$ cat src/rtl/hazard_ctrl_if.sv
// -----------------------------------------------------------------------------
// hazard_ctrl_if : status and control bundle between the MIPS pipeline datapath
//                  and the central hazard control unit.
//
// Status (datapath -> controller):
//   ihit, dhit, dmem_req           cache hits / MEM-stage access outstanding
//   id_rs, id_rt, id_use_rs/_rt    decode-stage source registers and usage
//   ex_memread, ex_rd              load in ID/EX and its destination register
//   branch_taken                   one-cycle taken-branch pulse from MEM
//   halt_wb                        halt instruction sitting in MEM/WB
// Control (controller -> datapath):
//   pc_en, ifid_en, idex_en, exmem_en, memwb_en   stage advance enables
//   ifid_flush, flush_IDEX, exmem_flush           zero latch on advance
//   pc_redirect                                   PC loads held branch target
//   halted                                        pipeline permanently stopped
//   stall_cycles, flush_events                    performance counters
//
// Modports: master = hazard control unit, slave = datapath side.
// -----------------------------------------------------------------------------
interface hazard_ctrl_if;
   logic        ihit;
   logic        dhit;
   logic        dmem_req;
   logic [4:0]  id_rs;
   logic [4:0]  id_rt;
   logic        id_use_rs;
   logic        id_use_rt;
   logic        ex_memread;
   logic [4:0]  ex_rd;
   logic        branch_taken;
   logic        halt_wb;

   logic        pc_en;
   logic        ifid_en;
   logic        idex_en;
   logic        exmem_en;
   logic        memwb_en;
   logic        ifid_flush;
   logic        flush_IDEX;
   logic        exmem_flush;
   logic        pc_redirect;
   logic        halted;
   logic [31:0] stall_cycles;
   logic [31:0] flush_events;

   modport master (
      input  ihit, dhit, dmem_req, id_rs, id_rt, id_use_rs, id_use_rt,
             ex_memread, ex_rd, branch_taken, halt_wb,
      output pc_en, ifid_en, idex_en, exmem_en, memwb_en,
             ifid_flush, flush_IDEX, exmem_flush, pc_redirect, halted,
             stall_cycles, flush_events
   );

   modport slave (
      output ihit, dhit, dmem_req, id_rs, id_rt, id_use_rs, id_use_rt,
             ex_memread, ex_rd, branch_taken, halt_wb,
      input  pc_en, ifid_en, idex_en, exmem_en, memwb_en,
             ifid_flush, flush_IDEX, exmem_flush, pc_redirect, halted,
             stall_cycles, flush_events
   );
endinterface

$ cat src/rtl/hazard_ctrl.sv
// -----------------------------------------------------------------------------
// hazard_ctrl : central pipeline control for the 5-stage MIPS core.
//
// Ports:
//   CLK   core clock
//   nRST  synchronous active-low reset, sampled on rising CLK
//   bus   hazard_ctrl_if.master (status in, stage enables/flushes/counters out)
//
// All control outputs are combinational from the FSM state and the current
// inputs (zero-cycle latency). Taken branches and dcache-miss-delayed branches
// are held pending until a cycle with ihit=1 and no freeze lets the latches
// capture the flush. Load-use hazards insert one ID/EX bubble per ihit cycle.
//
// Build option:
//   HAZARD_PERF_EN  defined   -> saturating stall_cycles / flush_events counters
//                   undefined -> both counter outputs tied to 32'h0
// -----------------------------------------------------------------------------
module hazard_ctrl (
   input  logic          CLK,
   input  logic          nRST,
   hazard_ctrl_if.master bus
);

   typedef enum logic [1:0] {RUN, DWAIT, REDIRECT, HALTED} state_t;

   state_t state;
   logic   redir_held;   // redirect seen before/while the dcache miss froze us

   logic freeze;
   logic loaduse;
   logic pend;
   logic apply_redirect;

   logic pc_en, ifid_en, idex_en, exmem_en, memwb_en;
   logic ifid_flush, flush_idex, exmem_flush, pc_redirect, halted;

   always_comb begin
      freeze  = bus.dmem_req & ~bus.dhit;
      loaduse = bus.ex_memread & (bus.ex_rd != 5'd0) &
                ((bus.id_use_rs & (bus.id_rs == bus.ex_rd)) |
                 (bus.id_use_rt & (bus.id_rt == bus.ex_rd)));
      // A redirect remembered across a dcache miss is still pending once the
      // freeze lifts, so it flushes on the first usable ihit cycle.
      pend    = bus.branch_taken | (state == REDIRECT) |
                ((state == DWAIT) & redir_held);
      apply_redirect = nRST & (state != HALTED) & ~bus.halt_wb &
                       ~freeze & bus.ihit & pend;
   end

   always_comb begin
      pc_en       = 1'b0;
      ifid_en     = 1'b0;
      idex_en     = 1'b0;
      exmem_en    = 1'b0;
      memwb_en    = 1'b0;
      ifid_flush  = 1'b0;
      flush_idex  = 1'b0;
      exmem_flush = 1'b0;
      pc_redirect = 1'b0;
      halted      = 1'b0;
      if (!nRST) begin
         halted = 1'b0;
      end else if ((state == HALTED) || bus.halt_wb) begin
         // halt is older than any branch behind it, so it wins over a flush
         halted = (state == HALTED);
      end else if (freeze || !bus.ihit) begin
         halted = 1'b0;
      end else if (pend) begin
         pc_en       = 1'b1;
         ifid_en     = 1'b1;
         idex_en     = 1'b1;
         exmem_en    = 1'b1;
         memwb_en    = 1'b1;
         ifid_flush  = 1'b1;
         flush_idex  = 1'b1;
         exmem_flush = 1'b1;
         pc_redirect = 1'b1;
      end else if (loaduse) begin
         // hold PC and IF/ID, push a bubble into ID/EX, let the load proceed
         idex_en     = 1'b1;
         flush_idex  = 1'b1;
         exmem_en    = 1'b1;
         memwb_en    = 1'b1;
      end else begin
         pc_en       = 1'b1;
         ifid_en     = 1'b1;
         idex_en     = 1'b1;
         exmem_en    = 1'b1;
         memwb_en    = 1'b1;
      end
   end

   always_ff @(posedge CLK) begin
      if (!nRST) begin
         state      <= RUN;
         redir_held <= 1'b0;
      end else if (state == HALTED) begin
         state      <= HALTED;
      end else if (bus.halt_wb && !freeze) begin
         state      <= HALTED;
      end else if (freeze) begin
         state      <= DWAIT;
         redir_held <= pend;
      end else if (apply_redirect) begin
         state      <= RUN;
         redir_held <= 1'b0;
      end else if (pend) begin
         state      <= REDIRECT;
         redir_held <= 1'b0;
      end else begin
         state      <= RUN;
         redir_held <= 1'b0;
      end
   end

`ifdef HAZARD_PERF_EN
   logic [31:0] stall_cnt;
   logic [31:0] flush_cnt;

   function automatic logic [31:0] sat_inc(input logic [31:0] v);
      return (v == 32'hFFFF_FFFF) ? v : v + 32'd1;
   endfunction

   always_ff @(posedge CLK) begin
      if (!nRST) begin
         stall_cnt <= 32'd0;
         flush_cnt <= 32'd0;
      end else begin
         if ((state != HALTED) && !pc_en) stall_cnt <= sat_inc(stall_cnt);
         if (apply_redirect)              flush_cnt <= sat_inc(flush_cnt);
      end
   end

   assign bus.stall_cycles = nRST ? stall_cnt : 32'd0;
   assign bus.flush_events = nRST ? flush_cnt : 32'd0;
`else
   assign bus.stall_cycles = 32'h0;
   assign bus.flush_events = 32'h0;
`endif

   assign bus.pc_en       = pc_en;
   assign bus.ifid_en     = ifid_en;
   assign bus.idex_en     = idex_en;
   assign bus.exmem_en    = exmem_en;
   assign bus.memwb_en    = memwb_en;
   assign bus.ifid_flush  = ifid_flush;
   assign bus.flush_IDEX  = flush_idex;
   assign bus.exmem_flush = exmem_flush;
   assign bus.pc_redirect = pc_redirect;
   assign bus.halted      = halted;

endmodule
$ cat src/flat_wrapper.sv
// flat-port wrapper written by rule: the top's interface ports become plain ports
module hazard_ctrl_flat 
  (CLK, nRST, bus_ihit, bus_dhit, bus_dmem_req, bus_id_rs, bus_id_rt, bus_id_use_rs, bus_id_use_rt, bus_ex_memread, bus_ex_rd, bus_branch_taken, bus_halt_wb, bus_pc_en, bus_ifid_en, bus_idex_en, bus_exmem_en, bus_memwb_en, bus_ifid_flush, bus_flush_IDEX, bus_exmem_flush, bus_pc_redirect, bus_halted, bus_stall_cycles, bus_flush_events);
  hazard_ctrl_if bus_i ();
  input  logic CLK;
  input  logic nRST;
  input wire logic [$bits(bus_i.ihit)-1:0] bus_ihit;
  input wire logic [$bits(bus_i.dhit)-1:0] bus_dhit;
  input wire logic [$bits(bus_i.dmem_req)-1:0] bus_dmem_req;
  input wire logic [$bits(bus_i.id_rs)-1:0] bus_id_rs;
  input wire logic [$bits(bus_i.id_rt)-1:0] bus_id_rt;
  input wire logic [$bits(bus_i.id_use_rs)-1:0] bus_id_use_rs;
  input wire logic [$bits(bus_i.id_use_rt)-1:0] bus_id_use_rt;
  input wire logic [$bits(bus_i.ex_memread)-1:0] bus_ex_memread;
  input wire logic [$bits(bus_i.ex_rd)-1:0] bus_ex_rd;
  input wire logic [$bits(bus_i.branch_taken)-1:0] bus_branch_taken;
  input wire logic [$bits(bus_i.halt_wb)-1:0] bus_halt_wb;
  output wire logic [$bits(bus_i.pc_en)-1:0] bus_pc_en;
  output wire logic [$bits(bus_i.ifid_en)-1:0] bus_ifid_en;
  output wire logic [$bits(bus_i.idex_en)-1:0] bus_idex_en;
  output wire logic [$bits(bus_i.exmem_en)-1:0] bus_exmem_en;
  output wire logic [$bits(bus_i.memwb_en)-1:0] bus_memwb_en;
  output wire logic [$bits(bus_i.ifid_flush)-1:0] bus_ifid_flush;
  output wire logic [$bits(bus_i.flush_IDEX)-1:0] bus_flush_IDEX;
  output wire logic [$bits(bus_i.exmem_flush)-1:0] bus_exmem_flush;
  output wire logic [$bits(bus_i.pc_redirect)-1:0] bus_pc_redirect;
  output wire logic [$bits(bus_i.halted)-1:0] bus_halted;
  output wire logic [$bits(bus_i.stall_cycles)-1:0] bus_stall_cycles;
  output wire logic [$bits(bus_i.flush_events)-1:0] bus_flush_events;
  assign bus_i.ihit = bus_ihit;
  assign bus_i.dhit = bus_dhit;
  assign bus_i.dmem_req = bus_dmem_req;
  assign bus_i.id_rs = bus_id_rs;
  assign bus_i.id_rt = bus_id_rt;
  assign bus_i.id_use_rs = bus_id_use_rs;
  assign bus_i.id_use_rt = bus_id_use_rt;
  assign bus_i.ex_memread = bus_ex_memread;
  assign bus_i.ex_rd = bus_ex_rd;
  assign bus_i.branch_taken = bus_branch_taken;
  assign bus_i.halt_wb = bus_halt_wb;
  assign bus_pc_en = bus_i.pc_en;
  assign bus_ifid_en = bus_i.ifid_en;
  assign bus_idex_en = bus_i.idex_en;
  assign bus_exmem_en = bus_i.exmem_en;
  assign bus_memwb_en = bus_i.memwb_en;
  assign bus_ifid_flush = bus_i.ifid_flush;
  assign bus_flush_IDEX = bus_i.flush_IDEX;
  assign bus_exmem_flush = bus_i.exmem_flush;
  assign bus_pc_redirect = bus_i.pc_redirect;
  assign bus_halted = bus_i.halted;
  assign bus_stall_cycles = bus_i.stall_cycles;
  assign bus_flush_events = bus_i.flush_events;
  hazard_ctrl u_core (.CLK(CLK), .nRST(nRST), .bus(bus_i));
endmodule
$ cat config.mk
export PLATFORM = sky130hd
export DESIGN_NAME = hazard_ctrl_flat
export DESIGN_NICKNAME = d
export VERILOG_FILES = /design/src/rtl/hazard_ctrl_if.sv /design/src/rtl/hazard_ctrl.sv /design/src/flat_wrapper.sv
export SDC_FILE = /design/constraint.sdc
export NUM_CORES = 1
export LEC_CHECK = 0
export ABC_AREA = 0
export BUFFER_PORTS_ARGS = -buffer_cell sky130_fd_sc_hd__buf_2
export CAP_MARGIN = 10
export CELL_PAD_IN_SITES_DETAIL_PLACEMENT = 1
export CELL_PAD_IN_SITES_GLOBAL_PLACEMENT = 2
export CORE_MARGIN = 2
export CORE_UTILIZATION = 15
export DETAILED_ROUTE_END_ITERATION = 6
export GPL_TIMING_DRIVEN = 0
export HOLD_SLACK_MARGIN = 0.15
export PLACE_DENSITY = 0.82
export RECOVER_POWER = 25
export SYNTH_ARGS = -nofsm -noshare
export SYNTH_HDL_FRONTEND = slang
export SYNTH_SLANG_ARGS = --single-unit
$ cat constraint.sdc
create_clock -name CLK -period 1.7 [get_ports CLK]
set_input_delay 0.255 -clock CLK [delete_from_list [all_inputs] [get_ports CLK]]
set_output_delay 0.255 -clock CLK [all_outputs]
set_load 0.005 [all_outputs]
* After elaboration in Yosys (flattened, before gate mapping)
Cells that the tools add are included.
Operators by class: $add $sub $neg 0, multiply operators 0, div/mod/pow operators 0, $lt $le $gt $ge 0, equality and inequality tests 6, shifts and indexed selects 0, mux-type cells 25, bitwise logic cells 19, reduce and logical (&&, ||, !) cells 7
Operators with widths (count):
- $mux 1 | 20
- $and 1x1->1 | 11
- $eq 5x5->1 | 2
- $mux 2 | 5
- $not 1->1 | 5
- $reduce_bool 5->1 | 1
- $eq 2x2->1 const B | 2
- $or 1x1->1 | 3
- $eq 2x1->1 const B | 1
- $logic_not 1->1 | 2
- $logic_or 1x1->1 | 2
- $ne 2x2->1 const B | 1
- $reduce_and 2->1 | 1
- $logic_and 1x1->1 | 1
Word-level totals: register bits after elaboration 3, bits in latches 0, memory bits (writable) 0, memory bits (read-only) 0, input bits 25, output and inout port bits 74, logic and storage cells 59, memories 0

* Longest topological paths before layout
depth after elaboration 10, mapped depth 5

* Worst setup path before layout
Ideal clock, no wire load.
path kind input -> output, from input port bus_ex_rd[3], to output port bus_pc_en, arrival 1.232 ns, data required time 1.445 ns, slack 0.213 ns, stages on the path 5, cell sequence xor2_1 > nor4_2 > a32oi_1 > o31a_1 > buf_4
Between the ends: cells in the longest elaborated chain, start to end 9, elaborated cells on any way between the ends 13, those cells by class eq/ne (2); mux (5); bitwise (5); reduce/logical (1)
RTL lines:
- from (decl) | line flat_wrapper.sv:15 | input wire logic [$bits(bus_i.ex_rd)-1:0] bus_ex_rd;
- $eq 5x5->1, on equally long branches | line hazard_ctrl.sv:40, hazard_ctrl.sv:41
- $and 1x1->1, on equally long branches | line hazard_ctrl.sv:40, hazard_ctrl.sv:41
- $or 1x1->1 | line hazard_ctrl.sv:40 | ((bus.id_use_rs & (bus.id_rs == bus.ex_rd)) |
- $and 1x1->1 (*) | line hazard_ctrl.sv:39 | loaduse = bus.ex_memread & (bus.ex_rd != 5'd0) &
- $mux 1 (*) (5 in a row)
- to (decl) | line flat_wrapper.sv:18 | output wire logic [$bits(bus_i.pc_en)-1:0] bus_pc_en;
Every way passes the cells marked *; elsewhere a longest branch is shown, timed or not.

* Worst setup path after layout
from register u_core.state[0], to output port bus_flush_IDEX
Between the ends: cells in the longest elaborated chain, start to end 7, elaborated cells on any way between the ends 11, those cells by class eq/ne (3); mux (4); bitwise (3); reduce/logical (1)
RTL lines:
- from (decl) | line hazard_ctrl.sv:26 | state_t state;
- from (signal assigned) | line hazard_ctrl.sv:95 | state <= RUN;
- from (signal assigned) | line hazard_ctrl.sv:98 | state <= HALTED;
- from (signal assigned) | line hazard_ctrl.sv:100 | state <= HALTED;
- $eq 2x2->1 / $eq 2x1->1 (equally long branches) | line hazard_ctrl.sv:44, hazard_ctrl.sv:45
- $or 1x1->1 / $and 1x1->1 (equally long branches) | line hazard_ctrl.sv:44, hazard_ctrl.sv:45
- $or 1x1->1 | line hazard_ctrl.sv:44 | pend = bus.branch_taken | (state == REDIRECT) |
- $mux 1 | line hazard_ctrl.sv:68 | end else if (pend) begin
- $mux 1 | line hazard_ctrl.sv:66 | end else if (freeze || !bus.ihit) begin
- $mux 1 (*) | line hazard_ctrl.sv:63 | end else if ((state == HALTED) || bus.halt_wb) begin
- $mux 1 (*) | line hazard_ctrl.sv:61 | if (!nRST) begin
- to (decl) | line flat_wrapper.sv:24 | output wire logic [$bits(bus_i.flush_IDEX)-1:0] bus_flush_IDEX;
Marks and branches as above.

==> run_results.csv <==
group,metric,value,unit
detailed_routing,antenna_left,0,
worst_setup_path,worstSetupEndpointType,"output port",
worst_setup_path,cp.required,1440,ps
finish,diodes,0,
worst_setup_path,timing.rr.start,"u_core.state[0]",
worst_setup_path,r2r-end,"u_core.redir_held",
finish,synthToLayoutAreaGrowth,70.3,%
sta,setup_slack,-4.97,ps
outcome,violations,"negative setup slack",
detailed_routing,routed_wl,2270,um
detailed_routing,drtIter0Drc,2,
worst_setup_path,arrival,1450,ps
die,start_util,15.8,%
global_route,grt_pass1_vias,780,
detailed_routing,drc_errors,0,
yosys,synthCells,111,
power,swShare,28.9,%
global_route,antenna_found_initial,0,
hold_path,hold-path-endpoint,"u_core.redir_held",
yosys,synth_cell_types,27,
sta,rsz0062_at_grt,"yes",
yosys,synth.area.top_cells,"buf_4, xor2_1, dfxtp_1",
power,leakage,0.913,nW
worst_setup_path,r2r_cells,6,
global_route,grt_overflow,0,
hold_path,hold_path_class,"in2reg",
sta,finalHoldViolCount,0,
power,share_comb_of_total_power,48.6,%
yosys,synth_edf_count,0,
sta,finalSetupViolCount,1,
worst_setup_path,cp_max_fo,5,
worst_setup_path,regToRegSetupSlack,570,ps
yosys,yosysTopAreaCell,"buf_4",
placement,gp_congestion,0.750,
placement,dp_hpwl,2040,um
finish,drive_gt1_share,55.1,%
placement,dp.cells,280,
global_route,grt_first_pass_wirelength,3220,um
power,irDropWorstVdd,427,uV
detailed_routing,vias,880,
finish,fillers,738,
clock_network,cts_hold_buf,0,
sta,finalCriticalPeriod,1700,ps
clock_network,cts_tree,"done",
worst_setup_path,critPathLaunchType,"register",
global_route,grtUsageTotal,6.09,%
detailed_routing,post_drt_wl_per_cell,7.89,um
die,die_h,80.6,um
clock_network,h-tree-depth,1,
power,seq_power_share,14.8,%
power,power.density,373,mW/mm^2
power,total_power,559,uW
global_route,grt_max_degree,7,
sta,finClkSkew,0.260,ps
worst_setup_path,critPathKind,"reg2out",
clock_network,cts_root_buf,"clkbuf_8",
power,p_int,397,uW
sta,period_share,100,%
power,p_clk_share,36.6,%
finish,stdcell_count,288,
clock_network,clockBufferDepth,2,
clock_network,clkSinkCount,3,
yosys,synth_warnings,0,
die,fp.dieArea,0.00650,sq mm
die,coreArea,0.00557,sq mm
clock_network,clk_latency,210,ps
finish,num-nets-final,242,
clock_network,cts.reportedPaths.clkPinSlew,30,ps
hold_path,hold_depth,2,
die,num_rows,27,
die,io_pins,99,
sta,max_freq,587,MHz
die,die_x,80.6,um
placement,io_buffers,34,
hold_path,hold_start,"nRST",
yosys,synth_top_area_share,58.8,%
yosys,ys_seq_area_share,6.82,%
yosys,synth_area,881,sq um
yosys,postSynth.asyncResetShare,0,%
detailed_routing,drt_pre_antenna_iters,2,
yosys,ys_seq_elements,3,
power,p_sw,162,uW
flow_run,drv_cap,0,
sta,finalMaxSlewViolations,0,
yosys,yosys_most_used_dff,"dfxtp_1",
detailed_routing,avgViaCountPerCell,3.06,
yosys,avgSynthCellArea,7.94,sq um
outcome,status,"complete, but fails checks",
clock_network,numCtsBuffers,3,
-- cells by family after synthesis --
group	synth area share, %
compound gates	12.8
xor+xnor	9.94
buf+inv	59.7
flops	6.82
other cells	0.426
simple gates	10.4
-- synthesized netlist by cell type (2+ instances only) --
| cell type | number |
|---|---|
| xor2_1 | 8 |
| buf_4 | 69 |
| a32oi_1 | 2 |
| nand2_1 | 2 |
| xnor2_1 | 2 |
| dfxtp_1 | 3 |
| o21bai_1 | 2 |
| inv_1 | 2 |
| a21boi_0 | 2 |
| o21ai_0 | 2 |
-- cell type report --
type                            count  area [sq um]  share of cell area, %
Buffer                             68           510                   34.0
Clock buffer                        4          45.0                   3.00
Inverter                            2          7.51                  0.500
Multi-Input combinational cell    100           551                   36.7
Sequential cell                     3          67.6                   4.50
Tap cell                           72          90.1                   6.00
Timing Repair Buffer               39           229                   15.3
-- state kept, by name (all words and copies together) (netlist names) --
register           count
u_core.state           2
u_core.redir_held      1
-- worst max-delay path, cell delays in order, from the launching register on --
cell and delay (ps):
dfxtp_4 340, a2111oi_4 330, buf_4 190, and2_4 160
o21bai_1 100, buf_2 130
-- per-stage QoR --
step | setup TNS [ps] | cell area (sq um) | worst slack [ps] | util (%) | hold slack, ps
floorplan | 0 | 1120 | 213 | - | 383
global placement | -256 | 1380 | -131 | 24.7 | 510
detailed placement | -293 | 1380 | -135 | 24.7 | 519
CTS | -17.7 | 1460 | -17.7 | 26.1 | 313
global route | -181 | 1500 | -95.4 | 26.9 | 336
finish | -4.97 | 1500 | -4.97 | 26.9 | 316
-- power groups by stage --
| stage | Combinational, mW | Clock, mW | Sequential [mW] |
|---|---|---|---|
| after floorplan | 0.191 | 0 | 0.0826 |
| final | 0.272 | 0.205 | 0.0828 |
| after global placement | 0.244 | 0 | 0.0846 |
| after CTS | 0.251 | 0.210 | 0.0846 |
| after detailed placement | 0.245 | 0 | 0.0847 |
| after global routing | 0.303 | 0.220 | 0.0834 |
-- repair_timing --
item                       in CTS  in global routing
resized for setup               6                  7
gates cloned                    0                  0
buffers inserted                3                  2
setup endpoints to repair       6                  6
pin swaps                       5                  3
-- routing by layer --
layer	track usage (%)	wire length, um
met2	11.0	1070
met5	0	0
met4	1.02	4
met1	6.49	794
met3	2.92	398
-- layout by cell type, fill, tap and decap left out, types with 2 or more instances in the layout --
cell type,synthesis,routed
xnor2_1,2,2
o21bai_1,2,2
dfxtp_4,0,2
a21boi_0,2,2
buf_4,69,74
buf_2,0,30
inv_1,2,2
nand2_1,2,2
a32oi_1,2,2
clkbuf_8,0,3
buf_6,0,3
xor2_1,8,8
conb_1,1,64
-- worst max path at each step --
stage                               start        endpoint  slack, ps
after floorplan              bus_ex_rd[3]       bus_pc_en        210
after global placement       bus_ex_rd[3]       bus_pc_en       -130
after detailed placement     bus_ex_rd[3]       bus_pc_en       -130
after CTS                 u_core.state[1]  bus_flush_IDEX        -20
after global routing      u_core.state[0]  bus_flush_IDEX       -100
final                     u_core.state[0]  bus_flush_IDEX         -5
No activity file was read; power rests on OpenSTA's default activity.
